--- src/rtl/envelope_follower.sv ---
// Per-band envelope follower: rectify + shift-coefficient one-pole smoother,
// one shared datapath walked across bands, array published atomically.
package envelope_pkg;
    localparam int N_FILTERS = 4;
endpackage

module envelope_follower
    import envelope_pkg::*;
(
    input  logic                clk_in,
    input  logic                rst_in,
    input  logic                valid_in,
    input  logic [4:0]          attack_shift,
    input  logic [4:0]          release_shift,
    input  logic signed [31:0]  filtered_channels [N_FILTERS],
    output logic signed [31:0]  envelope_channels [N_FILTERS],
    output logic                valid_out,
    output logic                busy
);
    localparam int IW = $clog2(N_FILTERS);
    localparam logic signed [31:0] MAX_V = 32'sh7fff_ffff;
    localparam logic signed [31:0] MIN_V = 32'sh8000_0000;

    typedef enum logic [1:0] {IDLE, RECTIFY, UPDATE} state_t;

    state_t             state;
    state_t             state_next;
    logic [IW-1:0]      index;
    logic signed [31:0] snap [N_FILTERS];
    logic signed [31:0] env [N_FILTERS];
    logic signed [31:0] rect;
    logic [4:0]         shift;

    logic signed [31:0] sample;
    logic signed [31:0] env_cur;
    logic signed [31:0] rect_cand;
    logic signed [31:0] env_new;
    logic signed [32:0] diff;
    logic signed [32:0] step;
    logic               last;

    always_comb begin
        sample  = snap[index];
        env_cur = env[index];
        // |-2^31| does not fit, clamp it to the largest positive value
        if (sample == MIN_V)
            rect_cand = MAX_V;
        else if (sample < 0)
            rect_cand = -sample;
        else
            rect_cand = sample;
        diff    = {rect[31], rect} - {env_cur[31], env_cur};
        step    = diff >>> shift;
        env_new = env_cur + step[31:0];
        last    = (index == IW'(N_FILTERS - 1));
    end

    always_comb begin
        state_next = state;
        unique case (state)
            IDLE:    if (valid_in) state_next = RECTIFY;
            RECTIFY: state_next = UPDATE;
            UPDATE:  state_next = last ? IDLE : RECTIFY;
            default: state_next = IDLE;
        endcase
    end

    always_ff @(posedge clk_in) begin
        if (rst_in)
            state <= IDLE;
        else
            state <= state_next;
    end

    always_ff @(posedge clk_in) begin
        if (rst_in) begin
            index     <= '0;
            rect      <= '0;
            shift     <= '0;
            valid_out <= 1'b0;
            busy      <= 1'b0;
            for (int i = 0; i < N_FILTERS; i++) begin
                snap[i]              <= '0;
                env[i]               <= '0;
                envelope_channels[i] <= '0;
            end
        end else begin
            unique case (state)
                IDLE: begin
                    valid_out <= 1'b0;
                    if (valid_in) begin
                        for (int i = 0; i < N_FILTERS; i++)
                            snap[i] <= filtered_channels[i];
                        index <= '0;
                        busy  <= 1'b1;
                    end
                end
                RECTIFY: begin
                    rect  <= rect_cand;
                    shift <= (rect_cand > env_cur) ? attack_shift : release_shift;
                end
                UPDATE: begin
                    env[index] <= env_new;
                    if (last) begin
                        for (int i = 0; i < N_FILTERS; i++)
                            envelope_channels[i] <= (IW'(i) == index) ? env_new : env[i];
                        valid_out <= 1'b1;
                        busy      <= 1'b0;
                    end else begin
                        index <= index + 1'b1;
                    end
                end
                default: ;
            endcase
        end
    end
endmodule

--- config.mk ---
export PLATFORM = sky130hd
export DESIGN_NAME = envelope_follower
export DESIGN_NICKNAME = d
export VERILOG_FILES = /design/src/rtl/envelope_follower.sv
export SDC_FILE = /design/constraint.sdc
export NUM_CORES = 1
export LEC_CHECK = 0
export BUFFER_PORTS_ARGS = -buffer_cell sky130_fd_sc_hd__buf_2
export CAP_MARGIN = 10
export CORE_MARGIN = 1
export CORE_UTILIZATION = 54
export CTS_BUF_LIST = sky130_fd_sc_hd__clkbuf_16
export CTS_CLUSTER_DIAMETER = 40
export CTS_CLUSTER_SIZE = 10
export DETAILED_ROUTE_END_ITERATION = 10
export PLACE_DENSITY = 0.87
export SETUP_SLACK_MARGIN = 0.1
export SYNTH_ARGS = -nofsm -noshare
export SYNTH_HDL_FRONTEND = slang
export SYNTH_SLANG_ARGS = --single-unit
--- constraint.sdc ---
create_clock -name clk_in -period 8.4 [get_ports clk_in]
set_input_delay 0.84 -clock clk_in [delete_from_list [all_inputs] [get_ports clk_in]]
set_output_delay 0.84 -clock clk_in [all_outputs]
set_load 0.05 [all_outputs]
* Word-level counts from Yosys, hierarchy flattened
Memory sizes are Yosys's and may differ from the RTL's. A register that Yosys moved wholly into a read port is not among the register bits.
Index checks and enable logic that the tools add are counted.
** Operators by class
- Add/subtract/negate cells :: 4
- $lt $le $gt $ge :: 2
- Equal/unequal tests :: 7
- Shift-type cells :: 1
- Mux-type cells :: 34
- Bitwise gates (word level) :: 4
- Reduce and logical (&&, ||, !) cells :: 7
** Operators with widths (count)
- 32-bit two-way mux :: 7
- 33-bit by 5-bit >>> shifter with 32-bit output :: 1
- 32-bit by 32-bit subtractor with 33-bit output :: 1
- 32-bit adder :: 1
- 32-bit equality test, second input constant :: 1
- 32-bit > comparator :: 1
- 32-bit by 1-bit less-than comparator with 1-bit output, second input constant :: 1
- 32-bit negator :: 1
- 32-bit OR reduction :: 1
- 2-bit two-way mux :: 8
- 1-bit two-way mux :: 14
- 2-bit != test, second input constant :: 3
- 2-bit case mux with 3 select lines :: 1
- 3-bit AND reduction :: 2
- 5-bit two-way mux :: 1
- 2-bit equality test, second input constant :: 2
- 1-bit bitwise OR :: 4
- 1-bit case mux with 2 select lines :: 2
- 2-bit case mux with 2 select lines :: 1
- 2-bit AND reduction :: 2
- 2-bit by 1-bit adder with 2-bit output, second input constant :: 1
- 2-bit by 1-bit equality test with 1-bit output, second input constant :: 1
- 2-bit zero test :: 1
- 2-bit nonzero test :: 1
** Storage, ports and cells
- Register bits :: 43
- RAM bits :: 256
- Bits of input ports :: 141
- Output and inout bits :: 130
- Word-level logic and storage cells :: 67
- Memories kept :: 2
** Memory list
- env :: depth 4, width 32, read ports 5, clocked after memory_dff 5, wr ports 4, line 30 : logic signed [31:0] env [N_FILTERS];
- snap :: depth 4, width 32, read ports 1, clocked after memory_dff 1, wr ports 4, line 29 : logic signed [31:0] snap [N_FILTERS];

* Depth between registers and ports, before layout
Gate-level depths: netlist of run 1.
- Depth in word-level cells :: 6
- Mapped depth :: 31
- Gate-level depth less buffers :: 25

* Worst setup path after synthesis of run 1
Ideal clock, no wire load.
- Kind :: register -> register
- From :: register with a tool-made name
- To :: memory env[1][29], data pin
- Setup time :: 265 ps
- Arrival time :: 8048 ps
- Required time :: 8135 ps
- Path slack :: 87 ps
- Stages on the path, launching flop included :: 30
- Path buffers :: 5
- Clock period less this slack :: 8313 ps
- Cells stage by stage :: dfxtp_1 buf_2 buf_2 clkbuf_1 buf_1 mux4_2 ha_1 fa_1 nor2b_1 o31a_1 nor4_4 or2_1 buf_6 o31ai_4 mux2i_1 and2_4 mux4_1 mux4_2 o2bb2ai_1 ha_1 o21a_1 o21ai_0 or3b_2 and3_1 or2_2 o311ai_0 a31oi_1 xnor2_1 nand2_1 nor2_1
** RTL lines (line)
- end, declared :: 30

==> reports/qor.yml, run 1 <==
run_status: "completed"
syn_nets: 2781
async_flop_share_pct: 0
routedWlPerCell_um: 23.5
synth_area_per_cell_um2: 9.68
max_clock_freq_mhz: 126
topRoutingLayerUsed: "met5"
hold_viol_final: 0
drc_errors: 0
start_util_pct: 55.1
slew_violations: 0
critical_path_class: "reg2reg"
synth.area.mux_share_pct: 8.76
synth_edf_count: 256
post-place-cells: 3307
arrival_ps: 8420
holdWs_ps: 451
grt_pass1_vias: 20962
drt-met1-wl_um: 31200
die_x_um: 215
instances_no_fill: 3410
vias_per_cell: 6.41
synth_cell_types: 94
setup_tns_ps: 0
clk_pin_slew_ps: 60
track_usage_pct: 33.8
rsz0062_at_grt: "no"
antenna_found_initial: 2
dr.pass1.iters: 8
grt_pass1_wl_um: 121000
cp_max_fo: 17
ant_nets: 0
yosysSeqAreaShare_pct: 45.3
tritoncts: "done"
numClockSinks: 429
root_buffer: "clkbuf_16"
area_growth_pct: 15.6
wl_um: 80100
worst_pin_slew_ps: 1210
vdd_drop_max_v: 0.000209
max-slew-margin-rel_pct: 19.3
cts_buffer_depth: 3
yosysTopAreaCell: "edfxtp_1"
fillCellCount: 3371
core_um2: 44600
diodes: 0
numPortBuffers: 270
maxCapViolations: 0
crit_path_start_kind: "flip-flop"
synthCells: 2541
finalSetupViolCount: 0
synth_fa_ha_area_share_pct: 5.10
fp.dieH_um: 215
p_leak_uw: 0.0116
yosysMostFrequentCell: "nand2_1"
via_count: 21849
wl_met3_um: 8110
cellPowerDensity_nw_per_um2: 249
finalClockSkew_ps: 53.4
cts_setup_buffers: 0
drtIter0Drc: 2486
period_needed_ps: 7940
fin_crit_sh_pct: 94.5
cts_buffers: 57
synth_area_um2: 24600
ys_ff_latch: 429
synth_top_family_by_area: "simple AND/OR/NAND/NOR gates"
yosys-top-cells-area: "edfxtp_1 (31%), dfxtp_1 (14%), mux4_2 (6.9%)"
worstSetupEndpointType: "flip-flop"
grt_overflow: 0
num_rows: 77
cp.required_ps: 8880
synth_warnings: 0
cts_max_level: 2
hp-class: "reg2reg"
layout.nets: 3014
synth_compound_area_share_pct: 15.9
dominantRegCellSynth: "edfxtp_1"
hpwlAfterDp_um: 56900
synth_top_area_share_pct: 31.3
layout-drive-gt1-share_pct: 19.2
dieArea_um2: 46400
grt_max_degree: 130
synth_common_cells: "nand2_1 (374), edfxtp_1 (256), nor2_1 (250)"
clkLatencyLatePin_ps: 640
wl_met2_um: 37000
synth_xor_xnor_area_share_pct: 2.58
gp_congestion: 1.00
pin_count: 271
synth-simple-area-share_pct: 18.1
==> layout make-up <==
class | instances | area [um^2] | area share (%)
clock inverter | 44 | 437 | 1.54
tap | 592 | 741 | 2.61
sequential | 429 | 11200 | 39.3
clock buffer | 59 | 1480 | 5.20
timing repair buffer | 338 | 1860 | 6.56
multi-input combinational | 1874 | 12500 | 43.9
inverter | 74 | 278 | 0.977
==> final timing paths <==
path / slack (ps) / endpoint / start / cells past startpoint
worst min-delay path: 450 / envelope_channels[127] / envelope_channels[127] / 2
worst max register to register: 460 / env[1][29] / flip-flop / 25
worst max-delay path: 460 / env[1][29] / flip-flop / 25
worst min register to register: 450 / envelope_channels[127] / envelope_channels[127] / 2
==> state kept, by name (all words and copies together) (netlist names), named ones only <==
signal / count
env: 128
envelope_channels: 128
index: 2
snap: 128
busy: 1
shift: 5
state: 2
valid_out: 1
rect: 32
==> metal layers <==
layer / vias to the layer above / GRT usage [%]
met3: 258 / 5.85
met5: - / 0
met2: 1501 / 54.1
met1: 10387 / 44.9
li1: 9701 / -
met4: 2 / 15.6
==> per-stage QoR <==
step | instance area, um^2 | utilization, % | setup WS (ps) | total power, uW
5_1_grt | 28400 | 63.7 | 103 | 7320
2_1_floorplan | 24600 | - | 163 | 3870
4_1_cts | 28400 | 63.7 | 587 | 7000
6_report | 28400 | 63.7 | 463 | 7080
3_5_place_dp | 26500 | 59.4 | 659 | 4600
3_3_place_gp | 26500 | 59.4 | 717 | 4570
==> cell usage in the layout (no fill, tap or decap), types with 14 or more instances in the layout <==
cell	count
nand2_1	368
inv_1	93
buf_2	269
a21oi_1	236
mux4_2	75
nor3_1	55
xnor2_1	38
dfxtp_1	171
ha_1	97
edfxtp_1	256
a311oi_1	14
a221oi_1	14
nand4_1	18
nor2_1	248
xor2_1	32
a31oi_1	30
clkbuf_16	59
and2_1	146
o21a_1	18
a211oi_1	30
o21ai_0	111
o211ai_1	20
mux2i_1	32
o31ai_1	16
a21o_1	31
buf_4	69
nand3_1	33
==> power by group <==
group | internal (uW) | switching, uW | leakage (uW)
clock | 1460 | 944 | 0.00100
sequential | 2340 | 61.1 | 0.00410
combinational | 848 | 1430 | 0.00652
==> timing repair <==
action	in CTS	in global routing
hold endpoints to repair	0	0
gates resized for setup	0	5
hold buffers	0	0
endpoints found under the setup margin	0	3
==> critical path: stages, from the launching register on <==
cell and delay [ps]:
dfxtp_4 550, mux4_2 630, ha_1 240, fa_1 400, nor2b_1 190, o31a_1 280
nor4_4 90, or4_2 720, nand3_1 240, mux2i_1 290, nand3_1 100, a311oi_1 520
o31ai_1 230, a221oi_1 390, ha_1 240, a211oi_1 90, o21ai_0 230, or3b_2 500
and3_1 250, or2_2 350, o311ai_0 340, buf_4 190, a31oi_1 110, xnor2_1 270
nand2_1 160, nor2_1 160
==> logic make-up (layout without fill, tap and decap cells) <==
family	after synthesis	after routing
and+or+nand+nor	966	966
AOI/OAI and AO/OA	621	621
DFF	429	429
buffers and inverters	238	515
muxes	117	117
adders and majority gates	99	99
xor gates and xnor gates	71	71
Note: power is estimated with default switching activity, not from simulation.
==> run 2: changes to the inputs <==
--- a/config.mk
+++ b/config.mk
@@ -7,8 +7,10 @@
 export LEC_CHECK = 0
 export BUFFER_PORTS_ARGS = -buffer_cell sky130_fd_sc_hd__buf_2
 export CAP_MARGIN = 10
+export CELL_PAD_IN_SITES_DETAIL_PLACEMENT = 0
+export CELL_PAD_IN_SITES_GLOBAL_PLACEMENT = 1
 export CORE_MARGIN = 1
-export CORE_UTILIZATION = 54
+export CORE_UTILIZATION = 42
 export CTS_BUF_LIST = sky130_fd_sc_hd__clkbuf_16
 export CTS_CLUSTER_DIAMETER = 40
 export CTS_CLUSTER_SIZE = 10
==> reports/qor.yml, run 2 (synthesized netlist as in run 1, its figures left out) <==
start_util_pct: 42.5
maxCapViolations: 0
cp.required_ps: 8940
gp_congestion: 0.960
vias_per_cell: 5.81
vdd_drop_max_v: 0.000160
rrSetupSlack_ps: 420
hpwlAfterDp_um: 59600
grt_max_degree: 130
hp-class: "reg2reg"
layout.nets: 3070
dieArea_um2: 59500
crit_path_start_kind: "flip-flop"
comb_power_share_pct: 32.4
area_growth_pct: 18.9
final_common_cell: "nand2_1"
path_depth: 25
p_sw_share_pct: 34.2
die_x_um: 244
reg_top3: "env: 128 flops, envelope_channels: 128 flops, snap: 128 flops"
dr.pass1.iters: 5
ant_nets: 0
worst_pin_slew_ps: 1200
numPortBuffers: 270
finalClockSkew_ps: 34.4
layout-drive-gt1-share_pct: 21.0
worstSetupEndpointType: "flip-flop"
max_clock_freq_mhz: 125
cts_buffers: 67
run_status: "completed"
p_total_uw: 7390
drtIter0Drc: 2062
holdWs_ps: 451
period_needed_ps: 7980
num_rows: 88
grt_overflow: 0
grt_pass1_wl_um: 122000
r2r-end: "envelope_channels[31]"
setup_tns_ps: 0
slew_violations: 0
track_usage_pct: 26.7
final_cell_mix: "nand2_1 (372), buf_2 (269), edfxtp_1 (256)"
intPower_uw: 4860
arrival_ps: 8520
finalSetupViolCount: 0
design_area_um2: 29200
routedWlPerCell_um: 22.1
drc_errors: 0
pin_count: 271
cp_common_cell: "buf_4"
wl_um: 80500
crit_buf_inv: 4
cts_buffer_depth: 3
hold_viol_final: 0
critical_path_class: "reg2reg"
core_um2: 57800
numClockSinks: 429
grt_pass1_vias: 20860
clkLatencyLatePin_ps: 620
critPathTopFamily: "simple AND/OR/NAND/NOR gates"
tritoncts: "done"
fin_crit_sh_pct: 95.0
via_count: 21182
antenna_found_initial: 2
root_buffer: "clkbuf_16"
p_leak_uw: 0.0120
crit_end: "envelope_channels[31]"
cp_slowest_stage_delay_ps: 590
clkPwrFrac_pct: 35.3
cp_max_fo: 13
rsz0062_at_grt: "no"
clk_pin_slew_ps: 50
power_switching_uw: 2530
cts_max_level: 3
fp.dieH_um: 244
place_area_um2: 27000
max-slew-margin-rel_pct: 19.8
cellPowerDensity_nw_per_um2: 253
rr_worst_depth: 25
seqPwrFrac_pct: 32.3
slowest_stage: "or4_2"
-- run 2: changes by cell type in the layout (fill, tap and decap cells not counted), moves of 3 or more --
cell       before  now
clkbuf_16      59   73
clkinv_2        2    9
nand2_1       368  372
buf_4          69  114
inv_1          93   86
bufinv_16       6    1
clkinv_8        0    3
nand2_2         4    0
-- run 2: per-stage QoR --
| stage | worst slack (ps) | instances | utilization [%] |
|---|---|---|---|
| 6_report | 421 | 3646 | 50.6 |
| 5_1_grt | 131 | 3646 | 50.6 |
| 4_1_cts | 377 | 3636 | 50.4 |
| 3_5_place_dp | 398 | 3518 | 46.7 |
| 3_3_place_gp | 463 | 3518 | 46.7 |
| 2_1_floorplan | 163 | 2541 | - |
-- run 2: repair_timing --
action	CTS	global route
hold buffers	0	0
gates resized for setup	0	5
buffers inserted	0	8
endpoints found under the setup margin	0	48
-- run 2: metal layers --
| metal | wire length (um) | share of wire (%) | vias to the layer above | global-route usage, % |
|---|---|---|---|---|
| li1 | - | - | 9863 | - |
| met2 | 36600 | 45 | 902 | 41.7 |
| met1 | 34100 | 42 | 10239 | 35.7 |
| met4 | 3420 | 4.2 | 0 | 12.0 |
| met5 | 0 | 0 | - | 0 |
| met3 | 6440 | 8.0 | 178 | 5.47 |
-- run 2: layout make-up --
class | instances | area (um^2)
sequential | 429 | 11200
timing repair buffer | 384 | 2230
fill | 5246 | 28600
tap | 765 | 957
clock inverter | 46 | 340
multi-input combinational | 1874 | 12500
inverter | 74 | 278
clock buffer | 72 | 1800
antenna | 2 | 5.00
-- run 2: worst min-delay path by stage --
stage	from	endpoint	slack [ps]	cells after the start
4_1_cts	envelope_channels[114]	envelope_channels[114]	450	2
3_5_place_dp	envelope_channels[114]	envelope_channels[114]	450	2
6_report	envelope_channels[50]	envelope_channels[50]	450	2
2_1_floorplan	rect[31]	rect[31]	440	2
3_3_place_gp	envelope_channels[96]	envelope_channels[96]	440	2
5_1_grt	envelope_channels[125]	envelope_channels[125]	480	2
-- run 2: power by group through the flow --
stage                     registers [uW]  logic [uW]  clock network [uW]
after floorplan                     2410        1460                   0
after global placement              2420        2310                   0
after detailed placement            2430        2310                   0
after CTS                           2390        2330                2650
after global routing                2400        2580                2740
final                               2390        2400                2610
-- run 2: worst reg2reg max path, delay by kind of cell (launching register included) --
family	cells	cell delay (ps)
DFF	1	470
buffers and inverters	4	740
adders and majority gates	2	590
xor gates and xnor gates	1	450
and+or+nand+nor	9	2980
muxes	2	990
AOI/OAI and AO/OA	7	1680
